## src/rtl/fm_sb_pkg.sv

```systemverilog
// Shared types and default sizing for the spy-buffer freeze sequencer.
package fm_sb_pkg;

  typedef enum logic [1:0] {
    ST_IDLE   = 2'd0,
    ST_ARMED  = 2'd1,
    ST_POST   = 2'd2,
    ST_FROZEN = 2'd3
  } state_t;

  localparam int SB_N_DEF  = 27;
  localparam int CNT_W_DEF = 16;
  localparam int PB_W_DEF  = 2;

endpackage

```

## src/rtl/fm_freeze_seq_if.sv

```systemverilog
// Control/status bundle between a host (master) and the freeze sequencer (slave).
// The unfreeze/abort pulse is called release_req because "release" is a keyword.
interface fm_freeze_seq_if #(
  parameter int SB_N  = fm_sb_pkg::SB_N_DEF,
  parameter int CNT_W = fm_sb_pkg::CNT_W_DEF,
  parameter int PB_W  = fm_sb_pkg::PB_W_DEF
) ();
  import fm_sb_pkg::*;

  logic             arm;
  logic             release_req;
  logic             sw_trig;
  logic             trig_ext;
  logic [CNT_W-1:0] post_count;
  logic [SB_N-1:0]  sb_mask;
  logic [PB_W-1:0]  pb_mode_req;

  logic [SB_N-1:0]  freeze;
  logic [PB_W-1:0]  playback_mode;
  state_t           state;
  logic             busy;
  logic [CNT_W-1:0] trig_cnt;
  logic [CNT_W-1:0] miss_cnt;

  modport master (
    output arm, release_req, sw_trig, trig_ext, post_count, sb_mask, pb_mode_req,
    input  freeze, playback_mode, state, busy, trig_cnt, miss_cnt
  );

  modport slave (
    input  arm, release_req, sw_trig, trig_ext, post_count, sb_mask, pb_mode_req,
    output freeze, playback_mode, state, busy, trig_cnt, miss_cnt
  );

endinterface

```

## src/rtl/fm_sat_cnt.sv

```systemverilog
// Saturating up-counter with synchronous clear; sticks at all-ones.
module fm_sat_cnt #(
  parameter int W = 16
) (
  input  logic         clk,
  input  logic         rst,
  input  logic         clr,
  input  logic         inc,
  output logic [W-1:0] cnt
);

  // Clear has priority over increment; increment stops at the maximum value.
  always_ff @(posedge clk or posedge rst) begin
    if (rst) begin
      cnt <= '0;
    end else if (clr) begin
      cnt <= '0;
    end else if (inc && (cnt != {W{1'b1}})) begin
      cnt <= cnt + W'(1);
    end
  end

endmodule

```

## src/rtl/fm_freeze_seq.sv

```systemverilog
// Freeze sequencer: arm, wait for a trigger, keep capturing for post_count
// cycles, then freeze the selected spy buffers until released or re-armed.
module fm_freeze_seq
  import fm_sb_pkg::*;
#(
  parameter int SB_N  = SB_N_DEF,
  parameter int CNT_W = CNT_W_DEF,
  parameter int PB_W  = PB_W_DEF
) (
  input logic            clk_hs,
  input logic            rst_hs,
  fm_freeze_seq_if.slave bus
);

  state_t           state_q;
  state_t           state_nxt;
  logic             trig_d;
  logic             trig_evt;
  logic [SB_N-1:0]  mask_q;
  logic [SB_N-1:0]  freeze_q;
  logic [CNT_W-1:0] post_q;
  logic [CNT_W-1:0] down_q;
  logic [PB_W-1:0]  pb_q;
  logic             busy_q;
  logic             trig_acc;
  logic             trig_miss;
  logic             cnt_clr;
  logic             relatch;

  // A trigger is a software pulse or a fresh rising edge on the external level.
  assign trig_evt  = bus.sw_trig | (bus.trig_ext & ~trig_d);
  assign trig_acc  = trig_evt && (state_q == ST_ARMED) && !bus.release_req;
  assign trig_miss = trig_evt && ((state_q == ST_POST) || (state_q == ST_FROZEN));
  assign cnt_clr   = bus.arm && !bus.release_req && (state_q == ST_IDLE);
  assign relatch   = bus.arm && !bus.release_req &&
                     ((state_q == ST_IDLE) || (state_q == ST_FROZEN));

  // Next-state decision; release overrides everything including arm.
  always_comb begin
    state_nxt = state_q;
    if (bus.release_req) begin
      state_nxt = ST_IDLE;
    end else begin
      case (state_q)
        ST_IDLE:   if (bus.arm) state_nxt = ST_ARMED;
        ST_ARMED:  if (trig_evt) state_nxt = (post_q == '0) ? ST_FROZEN : ST_POST;
        ST_POST:   if (down_q <= CNT_W'(1)) state_nxt = ST_FROZEN;
        ST_FROZEN: if (bus.arm) state_nxt = ST_ARMED;
        default:   state_nxt = ST_IDLE;
      endcase
    end
  end

  // State, latched configuration, down-counter and registered outputs.
  always_ff @(posedge clk_hs or posedge rst_hs) begin
    if (rst_hs) begin
      state_q  <= ST_IDLE;
      trig_d   <= 1'b1;
      mask_q   <= '0;
      post_q   <= '0;
      down_q   <= '0;
      freeze_q <= '0;
      pb_q     <= '0;
      busy_q   <= 1'b0;
    end else begin
      state_q  <= state_nxt;
      trig_d   <= bus.trig_ext;
      busy_q   <= (state_nxt == ST_ARMED) || (state_nxt == ST_POST);
      freeze_q <= (state_nxt == ST_FROZEN) ? mask_q : '0;
      if (state_q == ST_IDLE) begin
        pb_q <= bus.pb_mode_req;
      end
      if (relatch) begin
        mask_q <= bus.sb_mask;
        post_q <= bus.post_count;
      end
      if (state_nxt == ST_POST) begin
        down_q <= (state_q == ST_POST) ? (down_q - CNT_W'(1)) : post_q;
      end else begin
        down_q <= '0;
      end
    end
  end

  fm_sat_cnt #(.W(CNT_W)) u_trig_cnt (
    .clk (clk_hs),
    .rst (rst_hs),
    .clr (cnt_clr),
    .inc (trig_acc),
    .cnt (bus.trig_cnt)
  );

  fm_sat_cnt #(.W(CNT_W)) u_miss_cnt (
    .clk (clk_hs),
    .rst (rst_hs),
    .clr (cnt_clr),
    .inc (trig_miss),
    .cnt (bus.miss_cnt)
  );

  assign bus.state         = state_q;
  assign bus.freeze        = freeze_q;
  assign bus.playback_mode = pb_q;
  assign bus.busy          = busy_q;

endmodule

```

## src/flat_wrapper.sv

```systemverilog
// flat-port wrapper written by rule: the top's interface ports become plain ports
module fm_freeze_seq_flat import fm_sb_pkg::*;
#(
  parameter int SB_N  = SB_N_DEF,
  parameter int CNT_W = CNT_W_DEF,
  parameter int PB_W  = PB_W_DEF
)
  (clk_hs, rst_hs, bus_arm, bus_release_req, bus_sw_trig, bus_trig_ext, bus_post_count, bus_sb_mask, bus_pb_mode_req, bus_freeze, bus_playback_mode, bus_state, bus_busy, bus_trig_cnt, bus_miss_cnt);
  fm_freeze_seq_if #(.SB_N(SB_N), .CNT_W(CNT_W), .PB_W(PB_W)) bus_i ();
  input logic clk_hs;
  input logic rst_hs;
  input wire logic [$bits(bus_i.arm)-1:0] bus_arm;
  input wire logic [$bits(bus_i.release_req)-1:0] bus_release_req;
  input wire logic [$bits(bus_i.sw_trig)-1:0] bus_sw_trig;
  input wire logic [$bits(bus_i.trig_ext)-1:0] bus_trig_ext;
  input wire logic [$bits(bus_i.post_count)-1:0] bus_post_count;
  input wire logic [$bits(bus_i.sb_mask)-1:0] bus_sb_mask;
  input wire logic [$bits(bus_i.pb_mode_req)-1:0] bus_pb_mode_req;
  output wire logic [$bits(bus_i.freeze)-1:0] bus_freeze;
  output wire logic [$bits(bus_i.playback_mode)-1:0] bus_playback_mode;
  output wire logic [$bits(bus_i.state)-1:0] bus_state;
  output wire logic [$bits(bus_i.busy)-1:0] bus_busy;
  output wire logic [$bits(bus_i.trig_cnt)-1:0] bus_trig_cnt;
  output wire logic [$bits(bus_i.miss_cnt)-1:0] bus_miss_cnt;
  assign bus_i.arm = bus_arm;
  assign bus_i.release_req = bus_release_req;
  assign bus_i.sw_trig = bus_sw_trig;
  assign bus_i.trig_ext = bus_trig_ext;
  assign bus_i.post_count = bus_post_count;
  assign bus_i.sb_mask = bus_sb_mask;
  assign bus_i.pb_mode_req = bus_pb_mode_req;
  assign bus_freeze = bus_i.freeze;
  assign bus_playback_mode = bus_i.playback_mode;
  assign bus_state = bus_i.state;
  assign bus_busy = bus_i.busy;
  assign bus_trig_cnt = bus_i.trig_cnt;
  assign bus_miss_cnt = bus_i.miss_cnt;
  fm_freeze_seq #(.SB_N(SB_N), .CNT_W(CNT_W), .PB_W(PB_W)) u_core (.clk_hs(clk_hs), .rst_hs(rst_hs), .bus(bus_i));
endmodule
```

## config.mk

```make
export PLATFORM = sky130hd
export DESIGN_NAME = fm_freeze_seq_flat
export DESIGN_NICKNAME = d
export VERILOG_FILES = /design/src/rtl/fm_sb_pkg.sv /design/src/rtl/fm_freeze_seq_if.sv /design/src/rtl/fm_sat_cnt.sv /design/src/rtl/fm_freeze_seq.sv /design/src/flat_wrapper.sv
export SDC_FILE = /design/constraint.sdc
export NUM_CORES = 1
export LEC_CHECK = 0
export BUFFER_PORTS_ARGS = -buffer_cell sky130_fd_sc_hd__buf_4
export CAP_MARGIN = 20
export CORE_UTILIZATION = 25
export CTS_CLUSTER_DIAMETER = 50
export DETAILED_ROUTE_END_ITERATION = 8
export PLACE_DENSITY = 0.49
export SYNTH_ARGS = -nofsm -noshare
export SYNTH_HDL_FRONTEND = slang
export SYNTH_HIERARCHICAL = 1
export SYNTH_SLANG_ARGS = --single-unit
```

## constraint.sdc

```tcl
create_clock -name clk_hs -period 2.75 [get_ports clk_hs]
set_clock_uncertainty 0.1 [all_clocks]
set_input_delay 0.1375 -clock clk_hs [delete_from_list [all_inputs] [get_ports clk_hs]]
set_output_delay 0.1375 -clock clk_hs [all_outputs]
set_load 0.03 [all_outputs]
```

==> results.yml <==
power:
  ir_worst_vdd_mv: 0.496
  finalPower_mw: 6.99
  p_per_area_mw_per_mm2: 874
  leakage_nw: 3.59
clocking:
  path_clk_slew_ns: 0.06
  cts_buffer_depth: 2
  cts_setup_buffers: 0
  clk-insertion-delay-late_ns: 0.42
  cts_tree: "done"
  cts_sinks: 124
  cts_buffers: 17
  ctsHtreeMaxLevel: 4
  cts-root-buf: "clkbuf_16"
worst_hold_path:
  whs_path_depth: 4
  hold_path.class: "primary input to register"
synthesis:
  synth.avg_cell_area_um2: 11.5
  synth_xor_area_share_pct: 1.84
  yosys_warnings: 6
  yosysTopAreaCellShare_pct: 53.9
  syn-num-nets: 558
  synth_top_family_by_area: "simple AND/OR/NAND/NOR gates"
  async_reset_ff_share_pct: 100
  syn_area_mm2: 0.00571
  yosysSeqAreaShare_pct: 54.3
  yosys_register_bits: 124
  yosys.area_share.adder_pct: 2.41
  synthSimpleGateAreaFrac_pct: 19.5
  yosys.area.top_type: "dfrtp_1"
  ys_types: 50
  synthMuxAreaShare_pct: 10.2
  synth_cells: 496
  synthTopCellsByArea: "dfrtp_1 (54%), mux2_1 (4.9%), mux2_2 (4.5%)"
  synth_ff_type: "dfrtp_1"
  synth_compound_area_share_pct: 9.00
  synth-edff-count: 0
final_layout:
  finish.utilization_pct: 36.2
  fill_cells: 2163
  syn_to_final_growth_pct: 40.0
  nNetsFinal: 734
  most-common-layout-cells: "buf_4 (128), dfrtp_1 (123), dlygate4sd3_1 (48), a21oi_1 (35), and2_1 (28)"
  fin_cells: 964
  final_common_cell: "buf_4"
  multiInputGateArea_mm2: 0.00246
  seqCellArea_mm2: 0.00310
  n_antenna_cell: 0
  drive_gt1_share_pct: 29.7
sta:
  fmax_mhz: 400
  finalSetupViolations: 0
  period_share_pct: 90.9
  finalHoldViolations: 0
  final-max-slew-violation-count: 0
  rsz0062_at_grt: "no"
  worst_slew_pin_slew_ns: 0.661
  maxSlewHeadroom_pct: 55.9
  min_period_ns: 2.50
  fin_hold_ws_ns: 0.100
critical_path:
  cp.arrival_ns: 2.74
  worst_setup_path_start_kind: "register"
  endpoint_kind: "register"
  critical_path_required_ns: 2.99
  crit_type: "register to register"
  critPathMaxFanout: 8
  reg2reg_depth: 8
placed_design:
  dp_hpwl_um: 9900
  place_congestion: 0.790
  dp_cells: 885
  numPortBuffers: 114
run_status:
  status: "finished, final reports clean"
global_routing:
  grt_pass1_vias: 4723
  grt.total_usage_pct: 12.8
  antenna_found_initial: 0
  grt_max_degree: 92
  grt_overflow: 0
  grt_pass1_wl_um: 23800
floorplanning:
  fp.dieH_um: 153
  die-area_mm2: 0.0235
  fp.coreArea_mm2: 0.0221
  rows: 54
  chipWidth_um: 153
  start_util_pct: 25.9
  pin_count: 115
route:
  dr.pass1.iters: 4
  ant_nets: 0
  drt-initial-drc-count: 239
  drc_errors: 0
  routedWlPerCell_um: 14.6
  wirelength_um: 14100
  vias_per_cell: 4.74
  vias: 4568
run:
  maxCapViolCount: 0
[stage by stage]
| step | setup slack, ns | setup TNS [ns] | cell area, um2 |
|---|---|---|---|
| CTS | 0.129 | 0 | 8000 |
| finish | 0.251 | 0 | 8000 |
| floorplan | -0.0431 | -0.0431 | 5710 |
| global route | 0.102 | 0 | 8000 |
| global placement | 0.310 | 0 | 6970 |
| detailed placement | 0.160 | 0 | 6970 |
[state kept, by name, summed over array words and instances, names as in the netlist]
| name | cells |
|---|---|
| u_core/bus.state | 2 |
| u_core/bus.freeze | 27 |
| u_core/trig_d | 1 |
| u_core/bus.playback_mode | 2 |
| u_core/down_q | 16 |
| u_core/u_trig_cnt/cnt | 16 |
| u_core/bus.busy | 1 |
| u_core/u_miss_cnt/cnt | 16 |
| u_core/mask_q | 27 |
| u_core/post_q | 16 |
[report_power, final]
part / internal, mW / switching, mW
registers: 2.31 / 0.359
logic: 1.10 / 1.15
clock network: 1.23 / 0.836
total: 4.65 / 2.35
[cell families after synthesis]
kind of cell / count (synthesis)
fa+ha+maj: 11
simple gates: 177
buf+inv: 35
mux: 52
flops: 124
xor+xnor: 12
compound gates: 85
[layout make-up]
class,instances,share of cell area (%)
sequential,124,38.8
tap,280,4.38
clock buffer,17,5.32
clock inverter,14,1.55
multi-input combinational,337,30.7
timing repair buffer,178,18.5
inverter,14,0.673
[what timing repair did]
action / 4_1_cts / 5_1_grt
hold endpoints to repair: 171 / 0
resized for setup: 0 / 1
hold buffers: 48 / 0
setup endpoints to repair: 0 / 2
[cells in the mapped netlist (3+ instances only)]
cell      number
nor3_1        13
nand2_1       22
nor2_1        11
mux2i_1        4
o31ai_1       10
a21oi_1       35
xor2_1         4
mux2_1        25
nor2b_1        7
and2_1        28
ha_1          11
inv_1         14
o211a_1        4
o41ai_1        5
xnor2_1        8
nand2b_1       6
or3_1         14
or4_4          3
nor4_1        14
a31oi_1        3
dfrtp_1      123
mux2_2        23
buf_2          5
nor4_2         4
nand3_1       16
nand4_1        9
o21ai_0       22
clkbuf_1      10
or4_1         14
[per-layer routing]
metal	GRT usage (%)	wire, um	vias to the layer above
met5	0	0	-
met4	4.33	163	0
met3	4.56	882	13
met2	20.9	6860	122
met1	15.5	6190	2248
li1	-	-	2185
[final timing paths]
check | startpoint | endpoint | slack [ns]
max | u_core/bus.state[1] | u_core/u_trig_cnt/cnt[13] | 0.25
max in group asynchronous | rst_hs | u_core/down_q[14] | 1.81
min | bus_sw_trig | u_core/bus.state[0] | 0.1
min reg2reg | u_core/mask_q[13] | u_core/mask_q[13] | 0.37
min in group asynchronous | rst_hs | u_core/trig_d | 0.23
max reg2reg | u_core/bus.state[1] | u_core/u_trig_cnt/cnt[13] | 0.25
[worst max-delay path: stages, from the launching register on]
cell	delay (ns)
dfrtp_1	0.42
inv_1	0.15
ha_1	0.16
nor3b_1	0.22
buf_4	0.21
nand3_1	0.11
or4_4	0.47
or4_1	0.42
a21oi_1	0.15
Note: power is estimated with default switching activity, not from simulation.
